## src/rtl/ue14500_seq.sv

```systemverilog
// ue14500_seq: program sequencer for the 1-bit ICU (PC, fetch/decode, circular return stack).
// Halt/resume on FL0/RUN is built only when UE14500_SEQ_HALT_EN is defined.
module ue14500_seq #(
    parameter int ADDR_W = 8,
    parameter int DEPTH  = 4
) (
    input  logic                    CLK,
    input  logic                    RST,
    output logic [ADDR_W-1:0]       MEM_ADDR,
    input  logic [ADDR_W+3:0]       MEM_DATA,
    output logic [3:0]              IR_OUT,
    output logic [ADDR_W-1:0]       IO_ADDR,
    input  logic                    JMP,
    input  logic                    RTN,
    input  logic                    FL0,
    input  logic                    RUN,
    output logic                    HALTED,
    output logic                    STK_ERR,
    output logic [$clog2(DEPTH):0]  STK_CNT
);
    localparam int SP_W  = $clog2(DEPTH);
    localparam int CNT_W = SP_W + 1;
    localparam logic [CNT_W-1:0] CNT_FULL = CNT_W'(DEPTH);

    // state  | meaning
    // S_RUN  | fetching and sequencing normally
    // S_HALT | PC frozen, NOP0 presented to the ICU, JMP/RTN ignored
    typedef enum logic {S_RUN = 1'b0, S_HALT = 1'b1} state_t;

    state_t            r_state, w_state_nxt;
    logic [ADDR_W-1:0] r_pc, w_pc_nxt, w_pc_inc;
    logic [ADDR_W-1:0] r_opr_q;
    logic [SP_W-1:0]   r_sp, w_sp_nxt, w_sp_dec;
    logic [CNT_W-1:0]  r_cnt, w_cnt_nxt;
    logic              r_err, w_err_nxt;
    logic              w_push;
    logic [ADDR_W-1:0] r_stk [DEPTH];
    logic [3:0]        w_opcode;
    logic [ADDR_W-1:0] w_operand;
    logic              w_fl0, w_run;

`ifdef UE14500_SEQ_HALT_EN
    assign w_fl0 = FL0;
    assign w_run = RUN;
`else
    logic w_unused;
    assign w_fl0    = 1'b0;
    assign w_run    = 1'b0;
    assign w_unused = &{1'b0, FL0, RUN};
`endif

    assign w_opcode  = MEM_DATA[ADDR_W+3:ADDR_W];
    assign w_operand = MEM_DATA[ADDR_W-1:0];
    assign w_pc_inc  = r_pc + ADDR_W'(1);
    assign w_sp_dec  = r_sp - SP_W'(1);

    assign MEM_ADDR = r_pc;
    assign IO_ADDR  = w_operand;
    assign IR_OUT   = (r_state == S_HALT) ? 4'b0000 : w_opcode;
    assign HALTED   = (r_state == S_HALT);
    assign STK_ERR  = r_err;
    assign STK_CNT  = r_cnt;

    always_comb begin
        w_state_nxt = r_state;
        w_pc_nxt    = w_pc_inc;
        w_sp_nxt    = r_sp;
        w_cnt_nxt   = r_cnt;
        w_err_nxt   = r_err;
        w_push      = 1'b0;
        case (r_state)
            S_HALT: begin
                w_pc_nxt = r_pc;
                if (w_run) begin
                    w_state_nxt = S_RUN;
                end
            end
            default: begin
                // JMP wins over a simultaneous RTN; the ICU should never raise both.
                if (JMP) begin
                    w_pc_nxt = r_opr_q;
                    w_push   = 1'b1;
                    w_sp_nxt = r_sp + SP_W'(1);
                    if (r_cnt == CNT_FULL) begin
                        w_err_nxt = 1'b1;
                    end else begin
                        w_cnt_nxt = r_cnt + CNT_W'(1);
                    end
                end else if (RTN) begin
                    if (r_cnt == '0) begin
                        w_pc_nxt  = '0;
                        w_err_nxt = 1'b1;
                    end else begin
                        w_pc_nxt  = r_stk[w_sp_dec];
                        w_sp_nxt  = w_sp_dec;
                        w_cnt_nxt = r_cnt - CNT_W'(1);
                    end
                end
                if (w_fl0) begin
                    w_state_nxt = S_HALT;
                end
            end
        endcase
    end

    always_ff @(posedge CLK or posedge RST) begin
        if (RST) begin
            r_state <= S_RUN;
            r_pc    <= '0;
            r_opr_q <= '0;
            r_sp    <= '0;
            r_cnt   <= '0;
            r_err   <= 1'b0;
        end else begin
            r_state <= w_state_nxt;
            r_pc    <= w_pc_nxt;
            r_opr_q <= w_operand;
            r_sp    <= w_sp_nxt;
            r_cnt   <= w_cnt_nxt;
            r_err   <= w_err_nxt;
        end
    end

    // Stack storage is not reset; STK_CNT alone says which entries are valid.
    always_ff @(posedge CLK) begin
        if (w_push && !RST) begin
            r_stk[r_sp] <= w_pc_inc;
        end
    end

endmodule
```

## config.mk

```make
export PLATFORM = sky130hd
export DESIGN_NAME = ue14500_seq
export DESIGN_NICKNAME = d
export VERILOG_FILES = /design/src/rtl/ue14500_seq.sv
export SDC_FILE = /design/constraint.sdc
export NUM_CORES = 1
export LEC_CHECK = 0
export BUFFER_PORTS_ARGS = -buffer_cell sky130_fd_sc_hd__buf_2
export CORE_MARGIN = 2
export CORE_UTILIZATION = 32
export DETAILED_ROUTE_END_ITERATION = 8
export GPL_ROUTABILITY_DRIVEN = 0
export PLACE_DENSITY = 0.55
export SETUP_SLACK_MARGIN = 0.05
export SYNTH_ARGS = -nofsm -noshare
export SYNTH_HDL_FRONTEND = slang
export SYNTH_SLANG_ARGS = --single-unit
export TNS_END_PERCENT = 10
```

## constraint.sdc

```tcl
create_clock -name CLK -period 2.8 [get_ports CLK]
set_input_delay 0.56 -clock CLK [delete_from_list [all_inputs] [get_ports CLK]]
set_output_delay 0.56 -clock CLK [all_outputs]
set_load 0.02 [all_outputs]
```

==> results.txt <==
----------------------------------------------------
[Status]
  Status ... completed

[Synthesis]
  Count of state elements after synthesis ... 54
  Syn_nets ... roughly 180
  Most used flip-flop cell after synthesis ... sky130_fd_sc_hd__edfxtp_1
  Count of mapped cells out of synthesis ... 159
  Ys Warns ... 0
  Async SR Flop Fraction ... 0.407
  Synthesized area ... about 2300 sq um
  Avg Cell Area, Syn ... ~15 sq um
  Distinct cells, synth ... 31
  Number of flops mapped to enable cells by yosys ... 32
  Sequential element share of the synthesized area ... 0.647

[Route]
  Avg WL per Cell ... ~16 um
  Antenna Violating Nets Remaining ... 0
  Vias per cell ... roughly 4.7
  Routed wire length ... 4490 um
  Vias ... around 1.3k
  Number of violations reported at the end of detailed-routing iteration 0 ... between 90 and 100
  # DRC ... 0
  Number of optimization iterations in the first detailed-route pass ... 4

[Worst setup path]
  Setup slack, reg-to-reg ... about 880 ps
  Crit Reg-Reg Startpoint ... r_sp[1]$_DFFE_PP0P_
  Critical Path, Cell by Cell ... inv_1 > ha_1 > mux4_2 > a22o_1 > a21o_1
  Reg2reg end ... MEM_ADDR[5]$_DFF_PP0_
  Data arrival time of the critical path ... 2130 ps
  Slowest cell delay on critical path ... about 570 ps
  Worst reg2reg path depth ... 5
  Cell at the slowest stage of the critical path ... sky130_fd_sc_hd__ha_1
  Critical path capture point type ... register
  Req. time, crit path ... 3010 ps
  Buffering stage count on the worst path with inverters included ... 1
  Path type of the worst setup path ... register to register
  CP Max Fanout ... 9
  Launching element type of the critical path ... register
  Cell type group with the largest total delay on the critical path ... adder cells

[Power]
  VDD IR-drop max ... ~0.22 mV
  Static leakage ... ~0.0011 uW
  Pwr per Cell Area ... about 920 nW/um^2

[Clock tree]
  Number of levels the H-tree was split into ... 2
  Resized Gates After CTS ... 0
  Hold-fix buffers at CTS ... 0
  Clock latency on the worst-skew pair ... roughly 310 ps
  Total clock sinks ... 54
  Max Buffers Root-to-Sink ... 2
  Clock root cell ... sky130_fd_sc_hd__clkbuf_8
  Postcts setup bufs ... 0
  Clock-pin transition on the worst setup and hold timing paths ... 90 ps
  CTS Buf Count ... 5
  CTS tree ... yes

[Floorplan]
  Width of the die ... 89.4 um
  Starting utilization of the core area ... 0.326
  Ports ... 43
  Cell Rows ... 31
  Overall die height ... a little under 90 um
  Standard cell core area ... just over 7000 sq um
  Die outline area ... between 7000 and 8000 sq um

[Finish]
  Net count reported at finish ... 207
  Count of fill cells added during filler insertion ... between 600 and 700
  Count of inserted antenna diode cells ... 0
  Fraction of final layout cells sized beyond drive strength 1 ... 0.245
  Layout overhead on the synthesized area ... 11.2%

[STA]
  Final count of hold timing violations ... 0
  Post-Route Skew ... around 6.5 ps
  Total negative setup slack ... 0 ps
  Max_slew headroom ... 0.576
  Setup repair after global routing missed its margin ... false
  Post-layout minimum cycle time ... 1920 ps
  Number of setup violations in the final report ... 0
  Final clock period utilization by the worst path ... 0.686
  Highest attainable clock frequency ... between 500 and 600 MHz
  Hold Worst Slack ... approximately 200 ps
  Count of pins over their slew limit ... 0
  Worst Max-Slew Pin Slew ... 633 ps

[Run]
  Max cap viols ... 0

[Place]
  Detailed placement HPWL ... between 3000 and 4000 um
  Count of buffers inserted at the top-level ports ... 31

[Global route]
  First-pass GRT wire length ... 6930 um
  Overall overflow remaining after global route ... 0
  Maximum number of pins on one net before global-route repair ... 22
  Number of global-route vias before repair ... around 1.2k
  Initial antenna violation count ... 0
  GRT Total Usage ... 0.124

[Worst hold path]
  Tightest Hold Check Type ... primary input to async pin

----------------------------------------------------
sequential cells by signal, indices dropped and copies added (netlist names):
| register | count |
|---|---|
| MEM_ADDR | 8 |
| STK_CNT | 3 |
| STK_ERR | 1 |
| r_opr_q | 8 |
| r_sp | 2 |
| r_stk | 32 |
metrics by stage:
stage                      util  instance area (sq um)  instances  total power, uW  setup WS (ps)
after floorplan               -                   2340        159             1770            865
after global placement    0.351                   2520        275             1980            684
after detailed placement  0.351                   2520        275             1990            650
after CTS                 0.362                   2600        283             2410            850
after global routing      0.362                   2600        283             2540            759
final                     0.362                   2600        283             2380            878
report_power, final:
| group | switching [uW] | internal [uW] |
|---|---|---|
| Sequential | 109 | 1040 |
| Clock | 244 | 178 |
| Combinational | 457 | 358 |
| Total | 810 | 1570 |
layout by cell type, fill, tap and decap left out:
cell / netlist / layout
sky130_fd_sc_hd__o21ai_0: 5 / 5
sky130_fd_sc_hd__o221ai_1: 1 / 1
sky130_fd_sc_hd__nor3_1: 2 / 2
sky130_fd_sc_hd__buf_4: 13 / 3
sky130_fd_sc_hd__o31ai_1: 1 / 1
sky130_fd_sc_hd__conb_1: 1 / 1
sky130_fd_sc_hd__clkbuf_1: 3 / 3
sky130_fd_sc_hd__fa_1: 1 / 1
sky130_fd_sc_hd__inv_1: 8 / 8
sky130_fd_sc_hd__edfxtp_1: 32 / 32
sky130_fd_sc_hd__a22oi_1: 4 / 4
sky130_fd_sc_hd__and3_1: 4 / 4
sky130_fd_sc_hd__nand3_1: 3 / 3
sky130_fd_sc_hd__nor2_1: 9 / 9
sky130_fd_sc_hd__xnor2_1: 4 / 4
sky130_fd_sc_hd__mux4_1: 4 / 4
sky130_fd_sc_hd__o22a_1: 1 / 1
sky130_fd_sc_hd__a22o_1: 3 / 3
sky130_fd_sc_hd__mux4_2: 4 / 4
sky130_fd_sc_hd__xor2_1: 3 / 3
sky130_fd_sc_hd__a221oi_1: 1 / 1
sky130_fd_sc_hd__clkbuf_8: 0 / 5
sky130_fd_sc_hd__o21ba_2: 1 / 1
sky130_fd_sc_hd__buf_2: 0 / 31
sky130_fd_sc_hd__or2_2: 1 / 1
sky130_fd_sc_hd__o31a_1: 1 / 1
sky130_fd_sc_hd__mux2i_1: 1 / 1
sky130_fd_sc_hd__ha_1: 5 / 5
sky130_fd_sc_hd__dfrtp_1: 22 / 22
sky130_fd_sc_hd__a21oi_1: 6 / 6
sky130_fd_sc_hd__a21o_1: 4 / 4
sky130_fd_sc_hd__nand2_1: 10 / 10
cells in the mapped netlist, drive strengths merged, types with 4 or more instances:
cell type   n  area [sq um]
xnor2       4          35.0
a21o        4          30.0
nor2        9          33.8
and3        4          25.0
ha          5          62.6
o21ai       5          25.0
inv         8          30.0
dfrtp      22           551
edfxtp     32           961
a21oi       6          30.0
mux4        8           195
nand2      10          37.5
buf        14           109
a22oi       4          30.0
kinds of logic (layout without fill, tap and decap cells):
kind of cell,after synthesis,in the layout,share of synthesized area
flops,54,54,0.647
simple gates,29,29,0.0546
compound gates,28,28,0.0830
buf+inv,25,50,0.0643
mux,9,9,0.0878
xor+xnor,7,7,0.0262
fa+ha+maj,6,6,0.0354
other cells,1,1,0.00161
worst max-delay path by stage:
stage                              startpoint                endpoint  slack, ps  depth (start not counted)
final                     r_sp[1]$_DFFE_PP0P_   MEM_ADDR[5]$_DFF_PP0_        880                          5
after global routing      r_sp[1]$_DFFE_PP0P_   MEM_ADDR[6]$_DFF_PP0_        760                          5
after CTS                 r_sp[1]$_DFFE_PP0P_   MEM_ADDR[2]$_DFF_PP0_        850                          5
after detailed placement                  JMP  STK_CNT[2]$_DFFE_PP0P_        650                          5
after global placement                    JMP  STK_CNT[2]$_DFFE_PP0P_        680                          5
after floorplan           r_sp[0]$_DFFE_PP0P_   MEM_ADDR[5]$_DFF_PP0_        870                          7
layer usage:
metal,track usage,vias to the layer above,routed length [um]
met5,0,-,0
met4,0.0326,0,45
met3,0.0416,4,222
met2,0.192,32,2180
met1,0.169,681,2040
li1,-,618,-
layout make-up:
class	instances	area (sq um)	share of cell area
multi-input cells	80	674	0.260
inverters	8	30.0	0.0116
repair buffers	34	178	0.0684
well taps	99	124	0.0477
clock buffers	8	80.1	0.0308
flip-flops and latches	54	1510	0.582
(Power assumes the default switching activity.)
